$ cat src/rtl/alu_pipe_pkg.sv
// Shared op encodings and flag bundle for the two-stage pipelined ALU.
package alu_pipe_pkg;
  localparam logic [2:0] ALU_ADD  = 3'd0;
  localparam logic [2:0] ALU_SUB  = 3'd1;
  localparam logic [2:0] ALU_AND  = 3'd2;
  localparam logic [2:0] ALU_OR   = 3'd3;
  localparam logic [2:0] ALU_XOR  = 3'd4;
  localparam logic [2:0] ALU_SHL  = 3'd5;
  localparam logic [2:0] ALU_SHR  = 3'd6;
  localparam logic [2:0] ALU_PASS = 3'd7;

  typedef struct packed {
    logic cout;
    logic zero;
    logic neg;
    logic ovf;
  } alu_flags_t;
endpackage

$ cat src/rtl/alu_pipe_core.sv
// Combinational ALU: op/a/b -> result + flags.
// Define ALU_PIPE_SAT_EN to saturate ADD/SUB to signed limits on overflow.
import alu_pipe_pkg::*;

module alu_pipe_core #(
  parameter int WIDTH = 8
) (
  input  logic [2:0]       op_i,
  input  logic [WIDTH-1:0] a_i,
  input  logic [WIDTH-1:0] b_i,
  output logic [WIDTH-1:0] result_o,
  output logic             cout_o,
  output logic             zero_o,
  output logic             neg_o,
  output logic             ovf_o
);
  logic             is_sub;
  logic [WIDTH-1:0] b_eff;
  logic [WIDTH:0]   sum;
  logic             arith_ovf;
  logic [WIDTH-1:0] res;

  always_comb begin
    is_sub    = (op_i == ALU_SUB);
    b_eff     = is_sub ? ~b_i : b_i;
    sum       = {1'b0, a_i} + {1'b0, b_eff} + {{WIDTH{1'b0}}, is_sub};
    // overflow when like-signed operands produce an opposite-signed sum
    arith_ovf = (a_i[WIDTH-1] == b_eff[WIDTH-1]) && (sum[WIDTH-1] != a_i[WIDTH-1]);
    res       = '0;
    cout_o    = 1'b0;
    ovf_o     = 1'b0;
    case (op_i)
      ALU_ADD, ALU_SUB: begin
        res    = sum[WIDTH-1:0];
        cout_o = sum[WIDTH];
        ovf_o  = arith_ovf;
`ifdef ALU_PIPE_SAT_EN
        if (arith_ovf)
          res = a_i[WIDTH-1] ? {1'b1, {(WIDTH-1){1'b0}}} : {1'b0, {(WIDTH-1){1'b1}}};
`endif
      end
      ALU_AND:  res = a_i & b_i;
      ALU_OR:   res = a_i | b_i;
      ALU_XOR:  res = a_i ^ b_i;
      ALU_SHL: begin
        res    = {a_i[WIDTH-2:0], 1'b0};
        cout_o = a_i[WIDTH-1];
      end
      ALU_SHR: begin
        res    = {1'b0, a_i[WIDTH-1:1]};
        cout_o = a_i[0];
      end
      ALU_PASS: res = b_i;
      default:  res = '0;
    endcase
    result_o = res;
    zero_o   = (res == '0);
    neg_o    = res[WIDTH-1];
  end
endmodule

$ cat src/rtl/alu_pipe.sv
// Two-stage pipelined ALU with valid/ready handshake and full backpressure.
// Saturating ADD/SUB is selected inside alu_pipe_core via ALU_PIPE_SAT_EN.
import alu_pipe_pkg::*;

module alu_pipe #(
  parameter int WIDTH = 8
) (
  input  logic             clk,
  input  logic             rst_n,
  input  logic             in_valid,
  output logic             in_ready,
  input  logic [2:0]       op,
  input  logic [WIDTH-1:0] a,
  input  logic [WIDTH-1:0] b,
  output logic             out_valid,
  input  logic             out_ready,
  output logic [WIDTH-1:0] result,
  output logic             cout,
  output logic             zero,
  output logic             neg,
  output logic             ovf
);
  logic             s1_v_q, s1_v_d;
  logic             s2_v_q, s2_v_d;
  logic [2:0]       op_q;
  logic [WIDTH-1:0] a_q, b_q;
  logic [WIDTH-1:0] res_q;
  alu_flags_t       flags_q;
  logic             s1_ld, s2_ld;

  logic [WIDTH-1:0] core_res;
  alu_flags_t       core_flags;

  alu_pipe_core #(.WIDTH(WIDTH)) u_core (
    .op_i     (op_q),
    .a_i      (a_q),
    .b_i      (b_q),
    .result_o (core_res),
    .cout_o   (core_flags.cout),
    .zero_o   (core_flags.zero),
    .neg_o    (core_flags.neg),
    .ovf_o    (core_flags.ovf)
  );

  // S1 frees up whenever S2 can take its beat, so accept and drain can coincide
  always_comb begin
    in_ready = !s1_v_q || !s2_v_q || out_ready;
    s1_ld    = in_valid && in_ready;
    s2_ld    = s1_v_q && (!s2_v_q || out_ready);
    s1_v_d   = s1_ld || (s1_v_q && !s2_ld);
    s2_v_d   = s2_ld || (s2_v_q && !out_ready);
  end

  always_ff @(posedge clk or negedge rst_n) begin
    if (!rst_n) begin
      s1_v_q  <= 1'b0;
      s2_v_q  <= 1'b0;
      op_q    <= '0;
      a_q     <= '0;
      b_q     <= '0;
      res_q   <= '0;
      flags_q <= '0;
    end else begin
      s1_v_q <= s1_v_d;
      s2_v_q <= s2_v_d;
      if (s1_ld) begin
        op_q <= op;
        a_q  <= a;
        b_q  <= b;
      end
      if (s2_ld) begin
        res_q   <= core_res;
        flags_q <= core_flags;
      end
    end
  end

  assign out_valid = s2_v_q;
  assign result    = res_q;
  assign cout      = flags_q.cout;
  assign zero      = flags_q.zero;
  assign neg       = flags_q.neg;
  assign ovf       = flags_q.ovf;
endmodule

$ cat config.mk
export PLATFORM = sky130hd
export DESIGN_NAME = alu_pipe
export DESIGN_NICKNAME = d
export VERILOG_FILES = /design/src/rtl/alu_pipe_pkg.sv /design/src/rtl/alu_pipe_core.sv /design/src/rtl/alu_pipe.sv
export SDC_FILE = /design/constraint.sdc
export NUM_CORES = 1
export LEC_CHECK = 0
export ABC_AREA = 1
export BUFFER_PORTS_ARGS = -buffer_cell sky130_fd_sc_hd__buf_4
export CORE_MARGIN = 2
export CORE_UTILIZATION = 30
export DETAILED_ROUTE_END_ITERATION = 10
export PLACE_DENSITY_LB_ADDON = 0.08
export SYNTH_ARGS = -nofsm -noshare
export SYNTH_HDL_FRONTEND = slang
export SYNTH_SLANG_ARGS = --single-unit
$ cat constraint.sdc
create_clock -name clk -period 2.5 [get_ports clk]
set_clock_uncertainty 0.05 [all_clocks]
set_input_delay 0.5 -clock clk [delete_from_list [all_inputs] [get_ports clk]]
set_output_delay 0.5 -clock clk [all_outputs]
set_load 0.005 [all_outputs]
Word-level counts from Yosys, hierarchy flattened
Index checks and enable logic that the tools add are counted.
Widths: inputs -> output; s select.
- register bits after elaboration: 33
- latch bits: 0
- RAM bits: 0
- bits in read-only memories: 0
- output and inout port bits: 14
- logic and storage cells: 46
- memories: 0
- $add $sub $neg: 2
- multipliers: 0
- div/mod/pow operators: 0
- order comparisons: 0
- equal/unequal tests: 9
- shift-type cells: 0
- mux-type cells: 4
- bitwise logic cells: 4
- reduce and logical (&&, ||, !) cells: 17
- operators with widths (kind ; number):
    $pmux 8 s7 ; 1
    $eq 3x3->1 const B ; 4
    $add 8x8->9 ; 1
    $add 9x1->9 ; 1
    $and 8x8->8 ; 1
    $logic_not 8->1 ; 1
    $mux 8 ; 1
    $not 8->8 ; 1
    $or 8x8->8 ; 1
    $xor 8x8->8 ; 1
    $eq 3x2->1 const B ; 2
    $logic_and 1x1->1 ; 5
    $logic_or 1x1->1 ; 5
    $logic_not 1->1 ; 4
    $eq 3x1->1 const B ; 1
    $logic_not 3->1 ; 1
    $pmux 1 s3 ; 1
    $reduce_or 2->1 ; 1
    $eq 1x1->1 ; 1
    $mux 1 ; 1
    $ne 1x1->1 ; 1

Depth between registers and ports, before layout
Gate-level depths: netlist of the first run.
- depth after elaboration: 7
- depth in mapped cells: 17
- gate-level depth less buffers: 16

By module
A second synthesis of the first run with hierarchy kept.
- cells, all modules: 352
- area total of the unflattened synthesis: 2502.4 um2
- modules (own cells, without submodules) (module ; instances ; cells each ; area each (um2) ; sequential area each (um2)):
    alu_pipe ; 1 ; 143 ; 1300.0 ; 825.8
    alu_pipe_core ; 1 ; 209 ; 1202.4 ; 0.0

Worst setup path before layout of the first run
No wires, ideal clock.
- kind: register to register
- start: reg op_q[1]
- end: reg flags_q (netlist bit zero)
- arrival: 2159 ps
- slack: 225 ps
- cell stages (with the launch flop): 16
- path buffers: 1
- period minus slack after synthesis: 2275 ps
- path through: dfrtp_1 > buf_6 > inv_4 > nand3_4 > xor2_1 > fa_1 > inv_1 > nor2_1 > nor2_1 > o21ai_0 > xor2_1 > nand2_1 > nand2_1 > nor2_1 > nand3_1 > nand2_1
- cells in the longest elaborated chain, start to end: 6
- elaborated cells on any way between the ends: 14
- RTL lines (item ; RTL line ; source):
    start: declaration ; alu_pipe.sv:25 ; logic [2:0] op_q;
    start signal: assignment ; alu_pipe.sv:67 ; op_q <= op;
    $eq 3x1->1 ; alu_pipe_core.sv:24, alu_pipe_core.sv:32 ;
    $mux 8 ; alu_pipe_core.sv:25 ; b_eff = is_sub ? ~b_i : b_i;
    $add 8x8->9 ; alu_pipe_core.sv:26 ; sum = {1'b0, a_i} + {1'b0, b_eff} + {{WIDTH{1'b0}}, is_sub};
    $add 9x1->9 ; alu_pipe_core.sv:26 ;
    $pmux 8 s7 (*) ; alu_pipe_core.sv:32 ; case (op_i)
    $logic_not 8->1 (*) ; alu_pipe_core.sv:57 ; zero_o = (res == '0);
    end signal: assignment ; alu_pipe.sv:73 ; flags_q <= core_flags;
    end: declaration ; alu_pipe.sv:28 ; alu_flags_t flags_q;
Mark *: on every way between the ends. The rest lies on a longest branch, timed or not.
A chain may end at the register's enable or synchronous reset.

Worst setup path in the final report of the first run
Ends and elaborated chain as after synthesis.

==> run metrics, run 1 <==
run status=complete, no violations; starting utilization of the core area=a little under a third; die boundary height=between 90 and 100 um; Synthesis Warnings=0; setup TNS after final layout=0 ps; critical register-to-register path startpoint=op_q[1]; maximum operating frequency=roughly 0.44 GHz; minimum clock period after layout=around 2200 ps; aggregate global-route resource usage=between 10% and 20%; Slew Viols, Final=0; area of the multi-input gates=between 1000 and 1500 um^2; list of cells traversed by the critical path=inv_4 > nand3_4 > xor2_1 > ha_1 > nand2_1 > nor2_1 > nor2_1 > o21ai_0 > xor2_1 > nand2_1 > nand2_1 > nor2_1 > nand3_1 > nand2_1; Post-Layout Inst Area=around 3000 um^2; total leakage power=1.54 nW; number of diodes added for antenna fixing=0; CP delay by family, top=simple AND/OR/NAND/NOR gates; starting DRC count in detailed routing=between 80 and 90; unrepaired setup endpoints after global routing=false; Via-to-Cell Ratio=4.59; CP dominant cell by count=sky130_fd_sc_hd__nand2_1; Layout area overhead=23.2%; flip-flop and latch area=between 800 and 900 um^2; Async S/R FF share, synth=100%; number of top-level design ports=37; input/output buffers=36; Worst-path clk slew=approximately 70 ps; pre-CTS setup slack=between 150 and 200 ps; min-delay worst type=in2async; category of the worst setup path capture point=flip-flop; placeable core area=a little under 8000 um^2; layout cell share with drive strength beyond 1=between 20% and 30%; Pre-antenna DRT Iters=4; antenna violations before repair=0; clock sink count=32; count of unique library cells instantiated by Yosys=33; Total Die Area=between 8000 and 9000 um^2; number of synthesized register bits=32; data required time at the worst endpoint=~2600 ps; routed wire length=around 6400 um; arrival time reported for the critical path endpoint=2390 ps; power density relative to cell area=741 nW/um^2; largest buffer count on any clock path=2; total power after layout=between 2 and 2.5 mW; PnR worst setup slack=approximately 250 ps; clock latency reported for the late side of the worst-skew pair=just under 300 ps; largest fanout on the critical path=8; number of buffers and inverters on the critical path=1; GPL Wtd Cong=about 0.9; sequential fraction of the synthesis area=roughly a third; slew at the pin closest to its max-slew limit=~440 ps; Crit path largest cell delay=roughly 400 ps; cell with the largest stage delay on the worst path=sky130_fd_sc_hd__dfrtp_1; synthesized netlist net count=about 380; number of buffers created by CTS=5; max-cap violation count=0; htree depth=2; most common cell after layout, fill and taps aside=sky130_fd_sc_hd__nand2_1; net total in the final layout=around 420; count of endpoints failing setup in the final report=0; total gr overflow=0; fill cell instance count of the final layout=about 850; sort of element at the start of the critical path=flip-flop; Synth Instances=about 330; startpoint of the most critical setup path=op_q[1]; placed standard-cell area=between 2000 and 3000 um^2; buffer cell driving the clock tree root=sky130_fd_sc_hd__clkbuf_8; Vias=2,196; hpwl dp=around 4900 um; worst reg-to-reg setup slack=250 ps; routed wire length per instance=13.3 um; placed cell count=~470; Mean Syn Cell Area=roughly 7.4 um^2; antenna viol nets, final=0; top flip-flop cell by instance count after synthesis=sky130_fd_sc_hd__dfrtp_1; clock tree from TritonCTS=done; cell area after technology mapping=~2400 um^2; fin cells=about 480; most frequent cells in the layout=59 x sky130_fd_sc_hd__nand2_1, 55 x sky130_fd_sc_hd__nor2_1, 49 x sky130_fd_sc_hd__buf_4; share of the core filled with cells=between 30% and 40%; maximum number of pins on one net before global-route repair=33; global-route wire length before repair=10,800 um; CTS Hold Bufs=0; worst hold margin=101 ps; type of the worst setup path=reg2reg; number of enable-type register cells in the synthesized netlist=0; Final period util=about nine tenths; number of remaining DRC errors=0; Row Count=32; x dimension of the die=94.1 um; Final Hold Fails=0; worst rel slew slack=a little under three quarters; VDD IR max=0.231 mV; number of global-route vias before repair=between 2,000 and 2,500
cell usage after synthesis, types with 5 or more instances:
master / instances / share of area [%]
sky130_fd_sc_hd__a21oi_1: 28 / 5.8
sky130_fd_sc_hd__clkbuf_1: 5 / 0.77
sky130_fd_sc_hd__dfrtp_1: 32 / 33
sky130_fd_sc_hd__ha_1: 24 / 12
sky130_fd_sc_hd__inv_1: 35 / 5.4
sky130_fd_sc_hd__nand2_1: 59 / 9.1
sky130_fd_sc_hd__nand3_1: 23 / 4.7
sky130_fd_sc_hd__nand4_1: 8 / 2.1
sky130_fd_sc_hd__nor2_1: 55 / 8.5
sky130_fd_sc_hd__o21ai_0: 12 / 2.5
sky130_fd_sc_hd__xor2_1: 9 / 3.2
report_power, final:
group | switching, mW | total [mW] | internal, mW | leakage (nW)
Combinational | 0.612 | 1.07 | 0.457 | 1.13
Sequential | 0.0895 | 0.722 | 0.633 | 0.369
Clock | 0.207 | 0.432 | 0.225 | 0.0455
Total | 0.909 | 2.22 | 1.32 | 1.54
worst reg2reg max path, delay by kind of cell (launching register included):
family	cells	cell delay, ps
adders and majority gates	1	380
AOI/OAI and AO/OA	1	250
buffers and inverters	1	70
and+or+nand+nor	9	640
xor gates and xnor gates	2	350
DFF	1	400
registers in the layout, indices dropped and copies added (netlist names):
signal / count
b_q: 8
op_q: 3
out_valid: 1
zero: 1
ovf: 1
a_q: 8
result: 8
cout: 1
s1_v_q: 1
routing by layer:
layer / global-route usage, % / wire length, um
met4: 4.59 / 75
met5: 0 / 0
met2: 24.9 / 2820
met3: 2.65 / 280
met1: 22.1 / 3210
logic make-up after synthesis:
family                     count (synthesis)  synth area share [%]
and+or+nand+nor                          161                  30.3
AOI/OAI and AO/OA                         52                  11.5
buffers and inverters                     50                  8.94
DFF                                       32                  32.9
adders and majority gates                 25                  13.2
xor gates and xnor gates                   9                  3.24
cell type report:
cell class | count | share of cell area (%)
Inverter | 39 | 5.05
Clock buffer | 8 | 3.00
Timing Repair Buffer | 50 | 12.9
Tap cell | 102 | 4.25
Sequential cell | 32 | 26.7
Multi-Input combinational cell | 247 | 48.1
what timing repair did:
item / in CTS / in global routing
endpoints found under the setup margin: 0 / 3
setup buffers: 0 / 3
gates resized for setup: 0 / 6
final timing paths:
kind / endpoint / cells after the start
setup / recovery: zero / 14
hold / removal: a_q[0] / 1
setup reg to reg: zero / 14
hold reg to reg: out_valid / 2
max in group asynchronous: b_q[3] / 1
min in group clk: a_q[7] / 3
Note: power is estimated with default switching activity, not from simulation.
==> run 2: changes to the inputs <==
--- a/config.mk
+++ b/config.mk
@@ -9,6 +9,7 @@
 export BUFFER_PORTS_ARGS = -buffer_cell sky130_fd_sc_hd__buf_4
 export CORE_MARGIN = 2
 export CORE_UTILIZATION = 30
+export CTS_BUF_LIST = sky130_fd_sc_hd__clkbuf_4
 export DETAILED_ROUTE_END_ITERATION = 10
 export PLACE_DENSITY_LB_ADDON = 0.08
 export SYNTH_ARGS = -nofsm -noshare
==> run 2 against run 1 <==
Compared with the run above: sequential power barely moved; first-iteration DRC count fell by 1.2%; wire length fell by 0.19%; sequential cell count did not move; critical endpoint unchanged; clock-buffer cell count fell by 1; non-clock buffer count did not move; largest cell class unchanged; hold slack got worse by 60 ps; largest power group unchanged; fmax rose by 0.10%.
==> run metrics, run 2 (synthesized netlist as in run 1, its figures left out) <==
Final period util=89.9% (-0.091 points); Via-to-Cell Ratio=4.60 (+0.14%); layout cell share with drive strength beyond 1=20.7% (+0.27 points); critical register-to-register path startpoint=op_q[1]; net total in the final layout=423 (unchanged); unrepaired setup endpoints after global routing=false; worst hold margin=40.8 ps (-59.7 ps); Crit path largest cell delay=420 ps (+20 ps); routed wire length=6370 um (-0.19%); maximum operating frequency=0.445 GHz (+0.10%); x dimension of the die=94.1 um (unchanged); antenna viol nets, final=0 (unchanged); largest buffer count on any clock path=2 (unchanged); power density relative to cell area=712 nW/um^2 (-3.9%); starting DRC count in detailed routing=80 (-1.2%); clock tree from TritonCTS=done; global-route wire length before repair=10,800 um (-0.26%); starting utilization of the core area=31.2% (unchanged); setup TNS after final layout=0 ps (unchanged); most common cell after layout, fill and taps aside=sky130_fd_sc_hd__nand2_1; placed cell count=467 (unchanged); hpwl dp=4920 um (unchanged); number of diodes added for antenna fixing=0 (unchanged); sort of element at the start of the critical path=flip-flop; worst reg-to-reg setup slack=250 ps (about the same); R2R depth=14 (unchanged); Total Die Area=8850 um^2 (unchanged); htree depth=2 (unchanged); input/output buffers=36 (unchanged); CTS Hold Bufs=0 (unchanged); number of buffers created by CTS=5 (unchanged); list of cells traversed by the critical path=inv_4 > nand3_4 > xor2_1 > ha_1 > nand2_1 > nor2_1 > nor2_1 > o21ai_0 > xor2_1 > nand2_1 > nand2_1 > nor2_1 > nand3_1 > nand2_1; minimum clock period after layout=2250 ps (-2.26 ps); fin cells=478 (unchanged); run status=complete, no violations; VDD IR max=0.177 mV (-24%); number of top-level design ports=37 (unchanged); arrival time reported for the critical path endpoint=2440 ps (+50 ps); max-cap violation count=0 (unchanged); placeable core area=7810 um^2 (unchanged); total leakage power=1.53 nW (-0.76%); Vias=2,199 (+0.14%); total gr overflow=0 (unchanged); CP dominant cell by count=sky130_fd_sc_hd__nand2_1; Layout area overhead=21.8%; Final Hold Fails=0 (unchanged); clock sink count=32 (unchanged); number of remaining DRC errors=0 (unchanged); buffer cell driving the clock tree root=sky130_fd_sc_hd__clkbuf_4; number of buffers and inverters on the critical path=1 (unchanged); Worst-path clk slew=110 ps (+40 ps); most frequent cells in the layout=59 x sky130_fd_sc_hd__nand2_1, 55 x sky130_fd_sc_hd__nor2_1, 49 x sky130_fd_sc_hd__buf_4; min-delay worst type=in2async; largest fanout on the critical path=8 (unchanged); total power after layout=2.11 mW (-5.0%); CP delay by family, top=simple AND/OR/NAND/NOR gates; data required time at the worst endpoint=2700 ps (+60 ps); GPL Wtd Cong=0.901 (unchanged); routed wire length per instance=13.3 um (-0.19%); type of the worst setup path=reg2reg; aggregate global-route resource usage=15.8% (-0.017 points); clock latency reported for the late side of the worst-skew pair=340 ps (+50 ps); Pre-antenna DRT Iters=4 (unchanged); number of global-route vias before repair=2,124 (-0.094%); slew at the pin closest to its max-slew limit=437 ps (+1.04 ps); RR Endpoint=zero; category of the worst setup path capture point=flip-flop; Slew Viols, Final=0 (unchanged); antenna violations before repair=0 (unchanged); Row Count=32 (unchanged); die boundary height=94.1 um (unchanged); cell with the largest stage delay on the worst path=sky130_fd_sc_hd__dfrtp_1; worst rel slew slack=70.8% (about the same); maximum number of pins on one net before global-route repair=33 (unchanged); count of endpoints failing setup in the final report=0 (unchanged)
## run 2: changes by cell type in the layout (fill, tap and decap cells not counted), sizes merged
| cell | delta |
|---|---|
| clkbuf | -1 |
| clkinv | +1 |
## run 2: layer usage
metal  part of all wire (%)  vias up  wire, um  track usage [%]
met2                     45       51      2850             24.8
met4                   0.74        0        47             5.07
met3                    4.1        2       259             2.81
met1                     50      988      3210             21.9
met5                      0        -         0                0
li1                       -     1158         -                -
## run 2: power breakdown
| group | switching, mW | internal [mW] |
|---|---|---|
| combinational | 0.611 | 0.457 |
| clock | 0.193 | 0.130 |
| sequential | 0.0891 | 0.632 |
## run 2: worst max-delay path by stage
stage / startpoint / endpoint / slack, ps / cells past startpoint
6_report: op_q[1] / zero / 250 / 14
4_1_cts: op_q[2] / zero / 140 / 14
5_1_grt: op_q[2] / zero / 2 / 16
3_5_place_dp: op_q[2] / zero / 170 / 14
2_1_floorplan: op_q[1] / zero / 230 / 15
3_3_place_gp: op_q[2] / zero / 190 / 14
## run 2: area by class of cell
type / count / area [um^2]
Clock buffer: 7 / 52.6
Clock inverter: 1 / 3.75
Fill cell: 860 / 4840
Inverter: 39 / 151
Multi-Input combinational cell: 247 / 1440
Sequential cell: 32 / 801
Tap cell: 102 / 128
Timing Repair Buffer: 50 / 388
## run 2: what timing repair did
action | in CTS | in global routing
endpoints found under the setup margin | 0 | 3
buffers inserted | 0 | 3
resized for setup | 0 | 6
## run 2: per-stage QoR
step	setup slack [ps]	utilization, %	instance area (um^2)
floorplan	225	-	2430
global placement	193	36.7	2860
detailed placement	170	36.7	2860
CTS	144	37.4	2920
global route	1.60	38.0	2970
finish	253	38.0	2970
==> run 3: changes to the inputs <==
--- a/config.mk
+++ b/config.mk
@@ -7,6 +7,8 @@
 export LEC_CHECK = 0
 export ABC_AREA = 1
 export BUFFER_PORTS_ARGS = -buffer_cell sky130_fd_sc_hd__buf_4
+export CELL_PAD_IN_SITES_DETAIL_PLACEMENT = 2
+export CELL_PAD_IN_SITES_GLOBAL_PLACEMENT = 2
 export CORE_MARGIN = 2
 export CORE_UTILIZATION = 30
 export CTS_BUF_LIST = sky130_fd_sc_hd__clkbuf_4
@@ -14,4 +16,5 @@
 export PLACE_DENSITY_LB_ADDON = 0.08
 export SYNTH_ARGS = -nofsm -noshare
 export SYNTH_HDL_FRONTEND = slang
+export SYNTH_HIERARCHICAL = 1
 export SYNTH_SLANG_ARGS = --single-unit
==> run 3 against run 2 <==
Compared with the run above: area after synthesis grew 2.8%; sequential cell count grew 1; setup slack lost 120 ps; wire length grew 24%; utilization shrank 0.53 points; via count grew 11%; non-clock buffer count shrank 1.
==> run metrics, run 3 <==
min-delay worst type=in2async; area share of the leading cell type in the synthesized netlist=33.0% (+0.11 points); category of the worst setup path capture point=flip-flop; fill cell instance count of the final layout=1,012 (+18%); hpwl dp=6460 um (+31%); most common cell after layout, fill and taps aside=sky130_fd_sc_hd__nand2_1; Worst-path clk slew=110 ps (about the same); count of endpoints failing setup in the final report=0 (unchanged); Post-Layout Inst Area=3050 um^2 (+2.7%); most frequent cells in the layout=109 x sky130_fd_sc_hd__nand2_1, 49 x sky130_fd_sc_hd__buf_4, 41 x sky130_fd_sc_hd__nand3_1; largest fanout on the critical path=5 (-3); Slew Viols, Final=0 (unchanged); total leakage power=1.70 nW (+11%); Pre-antenna DRT Iters=4 (unchanged); aggregate global-route resource usage=18.9% (+3.1 points); worst rel slew slack=56.8% (-14 points); power density relative to cell area=727 nW/um^2 (+2.1%); total power after layout=2.22 mW (+4.9%); dominant cells by area after synthesis=sky130_fd_sc_hd__dfrtp_1 33%, sky130_fd_sc_hd__nand2_1 17%, sky130_fd_sc_hd__ha_1 12%; clock tree from TritonCTS=done; top flip-flop cell by instance count after synthesis=sky130_fd_sc_hd__dfrtp_1; layout cell share with drive strength beyond 1=22.1% (+1.4 points); Final period util=94.5% (+4.6 points); worst hold margin=26.0 ps (-14.8 ps); Mean Syn Cell Area=7.11 um^2 (-3.9%); VDD IR max=0.178 mV (+0.95%); antenna viol nets, final=0 (unchanged); unrepaired setup endpoints after global routing=true; placed cell count=494 (+5.8%); synthesized netlist net count=400 (+6.1%); clock sink count=33 (+3.1%); slew at the pin closest to its max-slew limit=646 ps (+208 ps); number of remaining DRC errors=0 (unchanged); maximum operating frequency=0.423 GHz (-4.9%); most area-hungry cell type in the Yosys netlist=sky130_fd_sc_hd__dfrtp_1; number of diodes added for antenna fixing=0 (unchanged); placeable core area=8130 um^2 (+4.2%); net total in the final layout=445 (+5.2%); number of buffers and inverters on the critical path=1 (unchanged); routed wire length per instance=15.7 um (+18%); Crit path largest cell delay=440 ps (+20 ps); maximum number of pins on one net before global-route repair=34 (+3.0%); total gr overflow=0 (unchanged); sort of element at the start of the critical path=flip-flop; Commonest cells post-synth=114 x sky130_fd_sc_hd__nand2_1, 43 x sky130_fd_sc_hd__nand3_1, 38 x sky130_fd_sc_hd__inv_1; Vias=2,450 (+11%); GPL Wtd Cong=0.800 (-11%); arrival time reported for the critical path endpoint=2610 ps (+170 ps); number of buffers created by CTS=5 (unchanged); Synthesis Warnings=6 (+6); htree depth=2 (unchanged); type of the worst setup path=reg2reg; x dimension of the die=95.3 um (+1.3%); count of unique library cells instantiated by Yosys=28 (-15%); Total Die Area=9090 um^2 (+2.7%); minimum clock period after layout=2360 ps (+116 ps); CP delay by family, top=simple AND/OR/NAND/NOR gates; sequential fraction of the synthesis area=33.0% (+0.11 points); dominant cell by count in the synthesized netlist=sky130_fd_sc_hd__nand2_1; starting utilization of the core area=30.8% (-0.42 points); Via-to-Cell Ratio=4.87 (+5.9%); global-route wire length before repair=13,200 um (+22%); input/output buffers=36 (unchanged); cell with the largest stage delay on the worst path=sky130_fd_sc_hd__fa_2; starting DRC count in detailed routing=83 (+3.8%); die boundary height=95.3 um (+1.3%); setup TNS after final layout=0 ps (unchanged); number of enable-type register cells in the synthesized netlist=0 (unchanged); cell area after technology mapping=2500 um^2 (+2.8%); routed wire length=7900 um (+24%); run status=complete, no violations; list of cells traversed by the critical path=nor2_4 > buf_4 > nand3_2 > nand2_2 > fa_2 > or2_2 > a21oi_1 > nand4_1 > nor2_1 > nand3_1 > nand2_1; largest buffer count on any clock path=2 (unchanged); Row Count=33 (+3.1%); Final Hold Fails=0 (unchanged); Async S/R FF share, synth=100% (unchanged); buffer cell driving the clock tree root=sky130_fd_sc_hd__clkbuf_4; Synth Instances=352 (+7.0%); Layout area overhead=21.8% (about the same); number of global-route vias before repair=2,572 (+21%); number of synthesized register bits=33 (+3.1%); antenna violations before repair=0 (unchanged); fin cells=503 (+5.2%); clock latency reported for the late side of the worst-skew pair=350 ps (about the same); placed standard-cell area=2930 um^2 (+2.3%); number of top-level design ports=37 (unchanged); max-cap violation count=0 (unchanged); data required time at the worst endpoint=2750 ps (+50 ps)
run 3: cell types whose count changed in the layout (fill, tap and decap cells not counted), moves of 6 or more:
cell and change:
sky130_fd_sc_hd__a21oi_1 -16, sky130_fd_sc_hd__nand2_1 +50, sky130_fd_sc_hd__nand3_1 +18, sky130_fd_sc_hd__nand3_2 +6, sky130_fd_sc_hd__nor2_1 -32, sky130_fd_sc_hd__o21ai_0 -6
run 3: power by group:
part / switching (mW) / internal, mW / leakage (nW)
Combinational: 0.661 / 0.472 / 1.26
Clock: 0.201 / 0.118 / 0.0354
Sequential: 0.106 / 0.658 / 0.409
Total: 0.968 / 1.25 / 1.70
run 3: metrics by stage:
step | worst slack, ps | util, %
final | 137 | 37.5
after global routing | -47.7 | 37.5
after CTS | 33.2 | 36.7
after detailed placement | 35.0 | 36.0
after global placement | 98.5 | 36.0
after floorplan | 45.9 | -
run 3: per-layer routing:
metal | GRT usage [%] | wire (um) | part of all wire [%] | vias up
li1 | - | - | - | 1205
met1 | 25.7 | 3820 | 48 | 1208
met2 | 32.0 | 3790 | 48 | 31
met3 | 2.37 | 218 | 2.8 | 6
met4 | 4.35 | 69 | 0.87 | 0
met5 | 0 | 0 | 0 | -
run 3: what timing repair did:
item,4_1_cts,5_1_grt
endpoints found under the setup margin,0,6
resized for setup,0,16
setup buffers,0,1
hold buffers,0,0
run 3: area by class of cell:
| class | count | area [um^2] | area share [%] |
|---|---|---|---|
| Timing Repair Buffer | 49 | 368 | 12.1 |
| Clock inverter | 2 | 10.0 | 0.328 |
| Tap cell | 105 | 131 | 4.31 |
| Clock buffer | 6 | 45.0 | 1.48 |
| Sequential cell | 33 | 826 | 27.1 |
| Inverter | 44 | 165 | 5.42 |
| Multi-Input combinational cell | 264 | 1500 | 49.3 |
run 3: logic make-up (layout without fill, tap and decap cells):
family | after synthesis | after routing | synth area share, %
and+or+nand+nor | 197 | 197 | 34.1
AOI/OAI and AO/OA | 32 | 32 | 7.25
adders and majority gates | 25 | 25 | 12.8
buffers and inverters | 55 | 101 | 9.35
xor gates and xnor gates | 10 | 10 | 3.50
DFF | 33 | 33 | 33.0
run 3: worst register-to-register path, cell delays in order (launching register included):
cell and delay [ps]:
sky130_fd_sc_hd__dfrtp_1 430, sky130_fd_sc_hd__nor2_4 150, sky130_fd_sc_hd__buf_4 170, sky130_fd_sc_hd__nand3_2 70, sky130_fd_sc_hd__nand2_2 110, sky130_fd_sc_hd__fa_2 440
sky130_fd_sc_hd__or2_2 310, sky130_fd_sc_hd__a21oi_1 160, sky130_fd_sc_hd__nand4_1 150, sky130_fd_sc_hd__nor2_1 130, sky130_fd_sc_hd__nand3_1 80, sky130_fd_sc_hd__nand2_1 70
run 3: final timing paths:
path,from,to,slack (ps),cells after the start
hold / removal,rst_n,result[2],30,1
max in group asynchronous,rst_n,a_q[0],2040,1
setup / recovery,op_q[2],zero,140,11
setup reg to reg,op_q[2],zero,140,11
hold reg to reg,result[5],result[5],440,2
min in group clk,b[5],b_q[5],330,3
